File: src/rtl/conv2d_stream_engine.sv
// conv2d_stream_engine
//   Streams an IMG_H x IMG_W unsigned image in raster order and produces the
//   3x3 convolution with a signed kernel loaded in front of each job. The
//   convolution is "valid" only (no padding), with optional stride 2, and an
//   optional ReLU before saturation to OUT_W bits.
//
// Ports
//   clk, rst_n                 clock, synchronous active-low reset
//   start, cfg_stride2,        job start (IDLE only); configuration is
//   cfg_relu                   captured together with start
//   k_valid/k_ready/k_data     9 kernel coefficients, raster order
//   pix_valid/pix_ready/       image pixels, row-major
//   pix_data
//   res_valid/res_ready/       convolution results; res_last flags the final
//   res_data/res_last          result of the job
//   busy, done                 job in progress / one-cycle end-of-job pulse
//   cycles_out                 STREAM cycles spent by the most recent job
//   state_dbg                  current FSM state (debug visibility)
//
// Handshakes: a transfer happens on every clock edge where valid && ready.
// A producer holds valid and data stable until the transfer; ready may be
// driven combinationally and never waits on valid.

module conv2d_stream_engine #(
    parameter int IMG_W  = 12,
    parameter int IMG_H  = 10,
    parameter int PIX_W  = 4,
    parameter int COEF_W = 5,
    parameter int OUT_W  = 16
) (
    input  logic                     clk,
    input  logic                     rst_n,
    input  logic                     start,
    input  logic                     cfg_stride2,
    input  logic                     cfg_relu,
    input  logic                     k_valid,
    output logic                     k_ready,
    input  logic [COEF_W-1:0]        k_data,
    input  logic                     pix_valid,
    output logic                     pix_ready,
    input  logic [PIX_W-1:0]         pix_data,
    output logic                     res_valid,
    input  logic                     res_ready,
    output logic signed [OUT_W-1:0]  res_data,
    output logic                     res_last,
    output logic                     busy,
    output logic                     done,
    output logic [15:0]              cycles_out,
    output logic [1:0]               state_dbg
);

    localparam logic [1:0] S_IDLE   = 2'd0;
    localparam logic [1:0] S_LOAD   = 2'd1;
    localparam logic [1:0] S_STREAM = 2'd2;
    localparam logic [1:0] S_DONE   = 2'd3;

    localparam int SUM_W = PIX_W + COEF_W + 5;
    localparam int EW    = ((SUM_W > OUT_W) ? SUM_W : OUT_W) + 1;
    localparam int CW    = $clog2(IMG_W);
    localparam int RW    = $clog2(IMG_H);

    // Position of the final stride-2 result: largest index with (idx-2) even.
    localparam int LAST_R2 = (((IMG_H - 3) % 2) == 0) ? IMG_H - 1 : IMG_H - 2;
    localparam int LAST_C2 = (((IMG_W - 3) % 2) == 0) ? IMG_W - 1 : IMG_W - 2;

    localparam logic signed [EW-1:0] MAX_E = EW'((64'sd1 <<< (OUT_W - 1)) - 64'sd1);
    localparam logic signed [EW-1:0] MIN_E = EW'(-(64'sd1 <<< (OUT_W - 1)));

    logic [1:0]               state;
    logic [3:0]               k_cnt;
    logic [CW-1:0]            col;
    logic [RW-1:0]            row;
    logic                     all_in;
    logic                     stride2_q;
    logic                     relu_q;

    logic signed [COEF_W-1:0] coef [9];
    logic [PIX_W-1:0]         lb0 [IMG_W];   // row r-1
    logic [PIX_W-1:0]         lb1 [IMG_W];   // row r-2
    logic [PIX_W-1:0]         win [3][3];    // [row r-2..r][col c-2..c]
    logic [PIX_W-1:0]         nwin [3][3];

    logic                     k_acc;
    logic                     pix_acc;
    logic                     produce;
    logic                     is_last;
    logic signed [SUM_W-1:0]  acc;
    logic signed [SUM_W-1:0]  relu_v;
    logic signed [EW-1:0]     ext;
    logic signed [EW-1:0]     sat_v;

    assign state_dbg = state;
    assign busy      = (state == S_LOAD) || (state == S_STREAM);
    assign done      = (state == S_DONE);
    assign k_ready   = (state == S_LOAD);
    assign pix_ready = (state == S_STREAM) && !all_in && (!res_valid || res_ready);
    assign k_acc     = k_valid && k_ready;
    assign pix_acc   = pix_valid && pix_ready;

    // With stride 2, (r-2) even is the same as r even.
    assign produce = (row >= RW'(2)) && (col >= CW'(2)) &&
                     (!stride2_q || (!row[0] && !col[0]));
    assign is_last = stride2_q ? ((row == RW'(LAST_R2)) && (col == CW'(LAST_C2)))
                               : ((row == RW'(IMG_H - 1)) && (col == CW'(IMG_W - 1)));

    // Window as it will look once the incoming pixel is shifted in; the result
    // is computed from it so it can be registered on the accept edge.
    always_comb begin
        for (int i = 0; i < 3; i++) begin
            nwin[i][0] = win[i][1];
            nwin[i][1] = win[i][2];
        end
        nwin[0][2] = lb1[col];
        nwin[1][2] = lb0[col];
        nwin[2][2] = pix_data;
    end

    always_comb begin
        acc = '0;
        for (int i = 0; i < 3; i++) begin
            for (int j = 0; j < 3; j++) begin
                acc = acc + $signed({{(SUM_W - PIX_W){1'b0}}, nwin[i][j]}) *
                            SUM_W'(coef[i * 3 + j]);
            end
        end
        relu_v = (relu_q && (acc < 0)) ? '0 : acc;
        ext    = EW'(relu_v);
        if (ext > MAX_E) begin
            sat_v = MAX_E;
        end else if (ext < MIN_E) begin
            sat_v = MIN_E;
        end else begin
            sat_v = ext;
        end
    end

    always_ff @(posedge clk) begin
        if (!rst_n) begin
            state      <= S_IDLE;
            k_cnt      <= '0;
            row        <= '0;
            col        <= '0;
            all_in     <= 1'b0;
            stride2_q  <= 1'b0;
            relu_q     <= 1'b0;
            res_valid  <= 1'b0;
            res_last   <= 1'b0;
            res_data   <= '0;
            cycles_out <= '0;
        end else begin
            case (state)
                S_IDLE: begin
                    if (start) begin
                        state     <= S_LOAD;
                        k_cnt     <= '0;
                        stride2_q <= cfg_stride2;
                        relu_q    <= cfg_relu;
                    end
                end
                S_LOAD: begin
                    if (k_acc) begin
                        k_cnt <= k_cnt + 4'd1;
                        if (k_cnt == 4'd8) begin
                            state      <= S_STREAM;
                            cycles_out <= '0;
                            row        <= '0;
                            col        <= '0;
                            all_in     <= 1'b0;
                        end
                    end
                end
                S_STREAM: begin
                    cycles_out <= cycles_out + 16'd1;
                    if (res_valid && res_ready && res_last) begin
                        state <= S_DONE;
                    end
                end
                S_DONE:  state <= S_IDLE;
                default: state <= S_IDLE;
            endcase

            if (pix_acc) begin
                if (col == CW'(IMG_W - 1)) begin
                    col <= '0;
                    row <= row + RW'(1);
                    if (row == RW'(IMG_H - 1)) begin
                        all_in <= 1'b1;
                    end
                end else begin
                    col <= col + CW'(1);
                end
            end

            if (pix_acc && produce) begin
                res_valid <= 1'b1;
                res_data  <= OUT_W'(sat_v);
                res_last  <= is_last;
            end else if (res_ready) begin
                res_valid <= 1'b0;
            end
        end
    end

    // Storage below is never cleared: every window read for a result was
    // written earlier in the same job, so stale contents are harmless.
    always_ff @(posedge clk) begin
        if (rst_n && k_acc) begin
            coef[k_cnt] <= k_data;
        end
    end

    always_ff @(posedge clk) begin
        if (pix_acc) begin
            lb1[col] <= lb0[col];
            lb0[col] <= pix_data;
            for (int i = 0; i < 3; i++) begin
                for (int j = 0; j < 3; j++) begin
                    win[i][j] <= nwin[i][j];
                end
            end
        end
    end

endmodule

File: config.mk
export PLATFORM = sky130hd
export DESIGN_NAME = conv2d_stream_engine
export DESIGN_NICKNAME = d
export VERILOG_FILES = /design/src/rtl/conv2d_stream_engine.sv
export SDC_FILE = /design/constraint.sdc
export NUM_CORES = 1
export LEC_CHECK = 0
export ABC_AREA = 0
export BUFFER_PORTS_ARGS = -buffer_cell sky130_fd_sc_hd__buf_4
export CORE_MARGIN = 1
export CORE_UTILIZATION = 64
export DETAILED_ROUTE_END_ITERATION = 12
export PLACE_DENSITY = 0.91
export SETUP_SLACK_MARGIN = 0.02
export SLEW_MARGIN = 20
export SYNTH_ARGS = -nofsm -noshare
export SYNTH_HDL_FRONTEND = slang
export SYNTH_SLANG_ARGS = --single-unit
File: constraint.sdc
create_clock -name clk -period 9.1 [get_ports clk]
set_input_delay 0.91 -clock clk [delete_from_list [all_inputs] [get_ports clk]]
set_output_delay 0.91 -clock clk [all_outputs]
set_load 0.1 [all_outputs]
After elaboration in Yosys (flattened, before gate mapping)
Memories as Yosys holds them, arrays and structs flattened. A register that Yosys moved wholly into a read port is not among the register bits.
Cells that the tools add are included.
W data, S select, Z words.
{"block": "word_totals", "ff_bits": 51, "ramBits": 177, "inputBits": 17, "out_inout_bits": 40, "word_cells": 128, "mem_count": 4}
{"memory": "lb0", "words": 12, "word_bits": 4, "rd": 1, "rd_ports_with_merged_regs": 1, "write_ports": 1, "line": "78", "rtl": "logic [PIX_W-1:0] lb0 [IMG_W];"}
{"memory": "lb1", "words": 12, "word_bits": 4, "rd": 1, "rd_ports_with_merged_regs": 1, "write_ports": 1, "line": "79", "rtl": "logic [PIX_W-1:0] lb1 [IMG_W];"}
{"memory": "coef", "words": 9, "word_bits": 5, "rd": 9, "rd_ports_with_merged_regs": 0, "write_ports": 1, "line": "77", "rtl": "logic signed [COEF_W-1:0] coef [9];"}
{"memory": "win", "words": 3, "word_bits": 12, "rd": 3, "rd_ports_with_merged_regs": 0, "write_ports": 3, "line": "80", "rtl": "logic [PIX_W-1:0] win [3][3];"}
{"block": "classes", "n_addsub": 12, "n_mul": 9, "magnitude_cmp": 5, "n_eq_ne": 12, "mux": 41, "reduce_logical": 34}
{"cell": "$mul A5 B5 Y10", "n": 9}
{"cell": "$mux W16", "n": 4}
{"cell": "$mux W4", "n": 16}
{"cell": "$add A14 B10 Y14", "n": 4}
{"cell": "$pmux W16 S2", "n": 1}
{"cell": "$eq A4 B4 Y1 const B", "n": 5}
{"cell": "$add A16 B1 Y16 const B", "n": 1}
{"cell": "$gt A14 B16 Y1 const B", "n": 1}
{"cell": "$lt A14 B16 Y1 const B", "n": 1}
{"cell": "$add A13 B10 Y14", "n": 1}
{"cell": "$logic_and A1 B1 Y1", "n": 14}
{"cell": "$lt A14 B1 Y1 const B", "n": 1}
{"cell": "$mux W14", "n": 1}
{"cell": "$add A12 B10 Y13", "n": 1}
{"cell": "$mux W1", "n": 13}
{"cell": "$add A11 B10 Y12", "n": 1}
{"cell": "$add A4 B1 Y4 const B", "n": 3}
{"cell": "$reduce_bool A2 Y1", "n": 6}
{"cell": "$add A10 B10 Y11", "n": 1}
{"cell": "$reduce_and A3 Y1", "n": 3}
{"cell": "$ge A4 B2 Y1 const B", "n": 2}
{"cell": "$mux W2", "n": 4}
{"cell": "$pmux W2 S4", "n": 1}
{"cell": "$pmux W4 S2", "n": 1}
{"cell": "other kinds (9)", "n": 18}

Logic depth before layout (Yosys ltp)
An unclocked memory read counts as a cell.
{"block": "logic_depth", "word_depth": 16, "ltp_mapped": 33, "depth_no_buf": 30}

Least setup slack after synthesis
OpenSTA, ideal clock, no wires.
{"block": "synth_timing", "path_type": "reg2reg", "start": "reg with a tool-made name", "end": "reg res_data[0]", "setup_ns": 0.118, "t_arrival_ns": 7.869, "t_required_ns": 8.982, "path_slack_ns": 1.114, "stages_incl_launch_ff": 29, "path_buffers": 3, "period_less_slack_ns": 7.986, "path_cell_list": "dfxtp_1 -> buf_6 -> buf_12 -> mux4_1 -> mux2i_1 -> o21ai_1 -> nand2_1 -> fa_1 -> inv_1 -> fa_1 -> inv_1 -> fa_1 -> inv_1 -> fa_1 -> fa_1 -> fa_1 -> inv_1 -> fa_1 -> fa_1 -> inv_1 -> fa_1 -> ha_1 -> a211oi_1 -> o21ai_1 -> nand4_1 -> a21o_1 -> a31oi_4 -> buf_6 -> a22o_1"}
{"element": "end signal, assigned", "line": "196", "rtl": "res_data <= OUT_W'(sat_v);"}
{"element": "end, declared", "line": "44", "rtl": "output logic signed [OUT_W-1:0] res_data,"}

==> results by stage <==
Floorplan:
- For this configuration, the core starts out at a cell density of 65.1%.
- The floorplan step defined a core boundary enclosing 26100 um^2.
- The vertical die dimension is 165 um.
- The placement row count is 59.
- The area of the die is 27200 um^2.
- The number of ports placed on the die boundary is 57.
- The floorplan die width is 165 um.

Critical path:
- The element type at the critical path end is a register.
- The most numerous cell on the critical path is sky130_fd_sc_hd__fa_1.
- The path type of the worst setup path is reg2reg.
- In this design, the largest share of critical-path delay is due to adder cells.
- STA classifies the critical path startpoint as a register.
- The slowest stage of the critical path belongs to the cell sky130_fd_sc_hd__mux4_1.
- The required time reported for the critical path endpoint is 9.54 ns.
- The biggest fanout along the worst timing path is 15.
- Together, buffers and inverters on the worst path number 8.
- The worst endpoint data arrival time is 9.10 ns.
- The stage delay of the slowest cell on the critical path is 0.64 ns.

Synthesis:
- The cell count after synthesis came out at 1417.
- Among all flip-flop cells after synthesis, the most frequent one is sky130_fd_sc_hd__edfxtp_1.
- Sequential elements use 35.4% of the synthesized area.
- The post-synthesis cell type count is 64.
- The number of nets in the synthesized netlist is 1799.
- After synthesis the netlist holds a flip-flop and latch count of 218.
- The library cell with the largest summed area after synthesis is sky130_fd_sc_hd__edfxtp_1.
- The fraction of synthesis flops using an asynchronous set or reset pin is 0%.
- The netlist area before placement is 17000 um^2.
- The share of the synthesized area in the top cell type is 29.2%.
- The synthesized design contains 165 enable-type register cells.
- Ranked by total cell area, the synthesized netlist is headed by sky130_fd_sc_hd__edfxtp_1 (29%), sky130_fd_sc_hd__fa_1 (24%), sky130_fd_sc_hd__ha_1 (12%).
- During synthesis, Yosys emitted a total of 0 warnings.
- Dividing the synthesized area by the synthesized cell count gives 12.0 um^2.

GRT:
- The initial antenna violation count was 0.
- The first global-routing pass estimated 64400 um of wire.
- Entering global routing, the biggest net connects 32 pins.
- For this run the aggregate overflow at the end of global routing stands at 0.
- The via count of the first global-routing pass came to 11.8k.
- In the global route stage, overall resource usage came out at 32.4%.

STA:
- The worst slew margin relative to its limit is 26.1%.
- The maximum clock skew at final layout is 0.0230 ns.
- The number of pins with negative max-slew slack in the final report was 0.
- Setup repair after global routing left no endpoint under its margin.
- The final hold slack is 0.487 ns.
- Based on the critical path, the design can be clocked at up to 0.115 GHz.
- The total setup violations reported at the end of the flow is 0.
- For the pin with the worst max-slew slack, the measured transition is 1.10 ns.
- Dividing the final minimum period by the clock period gives 95.2%.
- In the final timing run, aggregate negative setup slack is 0 ns.
- The final count of hold timing violations came to 0.
- The minimum clock period is 8.67 ns.

Final layout:
- The sequential cells in the finished layout cover a total of 6020 um^2.
- The area growth from synthesis to layout is 9.18%.
- The post-route netlist has 9.27% of its cells at a drive strength greater than 1.
- Summing all multi-input logic gate instances after layout gives 9640 um^2.
- In the layout the commonest cells are sky130_fd_sc_hd__inv_1 (310), sky130_fd_sc_hd__fa_1 (206), sky130_fd_sc_hd__edfxtp_1 (165), sky130_fd_sc_hd__ha_1 (159), sky130_fd_sc_hd__and2_1 (103).
- The number of nets in the layout is 1866.
- The leading cell type in the layout, fill and taps excluded is sky130_fd_sc_hd__inv_1.
- The filler cell count is 1514.
- The number of diodes added for antenna fixing is 0.

Clock network:
- The tree built by TritonCTS fans out to 218 sinks.
- The later pin in the worst-skew pair is clocked with a latency of 0.55 ns.
- The count of H-tree levels built during CTS is 1.
- The clock root buffer master is sky130_fd_sc_hd__clkbuf_16.
- After clock tree synthesis, the repair step resized 0 gates.
- For this design, the CTS-stage hold fixing added 0 buffers.
- The deepest clock path buffer count is 3.
- The clock transition time at the flip-flop clock pins of the worst setup and hold paths is 0.07 ns.
- The clock tree from TritonCTS is done.
- Counting the buffers created by CTS gives 23.

Routing:
- The routed wire length is 41900 um.
- The remaining routing DRC violations is 0.
- The first routing iteration left 1150 violations.
- Across all layers, the routed design uses 11.0k vias.
- The count of nets left with antenna violations after detail routing is 0.
- The number of search-and-repair iterations in the first detailed-routing pass is 7.
- The routed length per instance is 22.8 um.
- The number of vias per cell after detailed routing is 6.02.

Run:
- Across the run, the number of max-cap violations was 0.

Placed design:
- The count of buffers added on input and output ports is 56.
- The congestion estimate from routability-driven global placement came to 1.00.
- Detailed placement finished with a half-perimeter wire length of 31300 um.

Outcome:
- The flow ran to the end, and the final reports show no timing, DRC or antenna violations.

Min path:
- The min-delay analysis places its worst path in the category reg2reg.
[state kept, by name, indices dropped and copies added (netlist names), 2 cells and up, named ones only]
register	count
state_dbg	2
k_cnt	4
row	4
lb0	48
col	4
res_data	14
coef	45
win	24
cycles_out	16
lb1	48
[per-layer routing]
| layer | GRT usage [%] | part of all wire [%] |
|---|---|---|
| met5 | 0 | 0 |
| met4 | 19.9 | 6.3 |
| met3 | 7.23 | 10 |
| met2 | 52.3 | 48 |
| met1 | 39.9 | 35 |
[worst reg2reg max path: cells and delay by family, from the launching register on]
kind,cells,cell delay [ns]
adder cells (fa/ha/maj),10,4.64
flip-flops,1,0.43
buffers and inverters,8,1.09
AO/OA/AOI/OAI,6,1.20
multiplexers,2,0.85
AND/OR/NAND/NOR,3,0.35
[synth_stat cells (all sizes together) (2+ instances only)]
library cell,instances
and2b,2
nor3b,2
and4,2
a22o,13
edfxtp,165
a211oi,4
o21bai,2
nor3,5
nand3,18
a31o,2
or2,2
nand2,70
ha,159
a21o,3
dfxtp,53
and3,11
a22oi,2
nand4,9
nand2b,12
a21oi,24
a21boi,7
nor4,2
o21a,4
o21ai,22
mux4,24
a211o,2
mux2i,10
clkbuf,5
buf,16
nor2b,31
fa,206
xnor2,27
nor2,56
and2,103
xor2,11
inv,314
o211ai,4
or3,4
[kinds of logic (layout without fill, tap and decap cells)]
family                     count (synthesis)  after routing  share of synthesized area, %
AOI/OAI and AO/OA                         95             95                          4.06
and+or+nand+nor                          332            332                          10.7
muxes                                     34             34                          4.02
xor gates and xnor gates                  38             38                          1.96
buffers and inverters                    335            418                          7.82
DFF                                      218            218                          35.4
adders and majority gates                365            365                          36.0
[stage by stage]
step	std cells	area, um^2	util (%)	worst slack, ns
5_1_grt	1835	18500	71.1	0.106
6_report	1835	18500	71.1	0.433
3_5_place_dp	1793	17700	68.0	0.485
4_1_cts	1834	18500	71.0	0.341
2_1_floorplan	1417	17000	-	1.11
3_3_place_gp	1793	17700	68.0	0.751
[worst paths after layout]
kind,start,to,slack [ns],cells after the start
worst max-delay path,register,res_data[3]$_SDFFE_PN0P_,0.43,29
worst min-delay path,res_data[5]$_SDFFE_PN0P_,res_data[5]$_SDFFE_PN0P_,0.49,1
worst max register to register,register,res_data[3]$_SDFFE_PN0P_,0.43,29
worst min register to register,res_data[5]$_SDFFE_PN0P_,res_data[5]$_SDFFE_PN0P_,0.49,1
[layout make-up]
class / instances / share of cell area [%]
Inverter: 314 / 6.36
Multi-Input combinational cell: 864 / 52.0
Sequential cell: 218 / 32.5
Timing Repair Buffer: 63 / 2.62
Tap cell: 335 / 2.26
Clock inverter: 15 / 1.09
Clock buffer: 26 / 3.22
[timing repair]
| item | 4_1_cts | 5_1_grt |
|---|---|---|
| setup buffers | 0 | 1 |
| hold endpoints to repair | 0 | 0 |
| setup endpoints to repair | 0 | 12 |
Power is not shown: default switching activity piles up to over one toggle a cycle in this logic, so the estimate is an artifact.
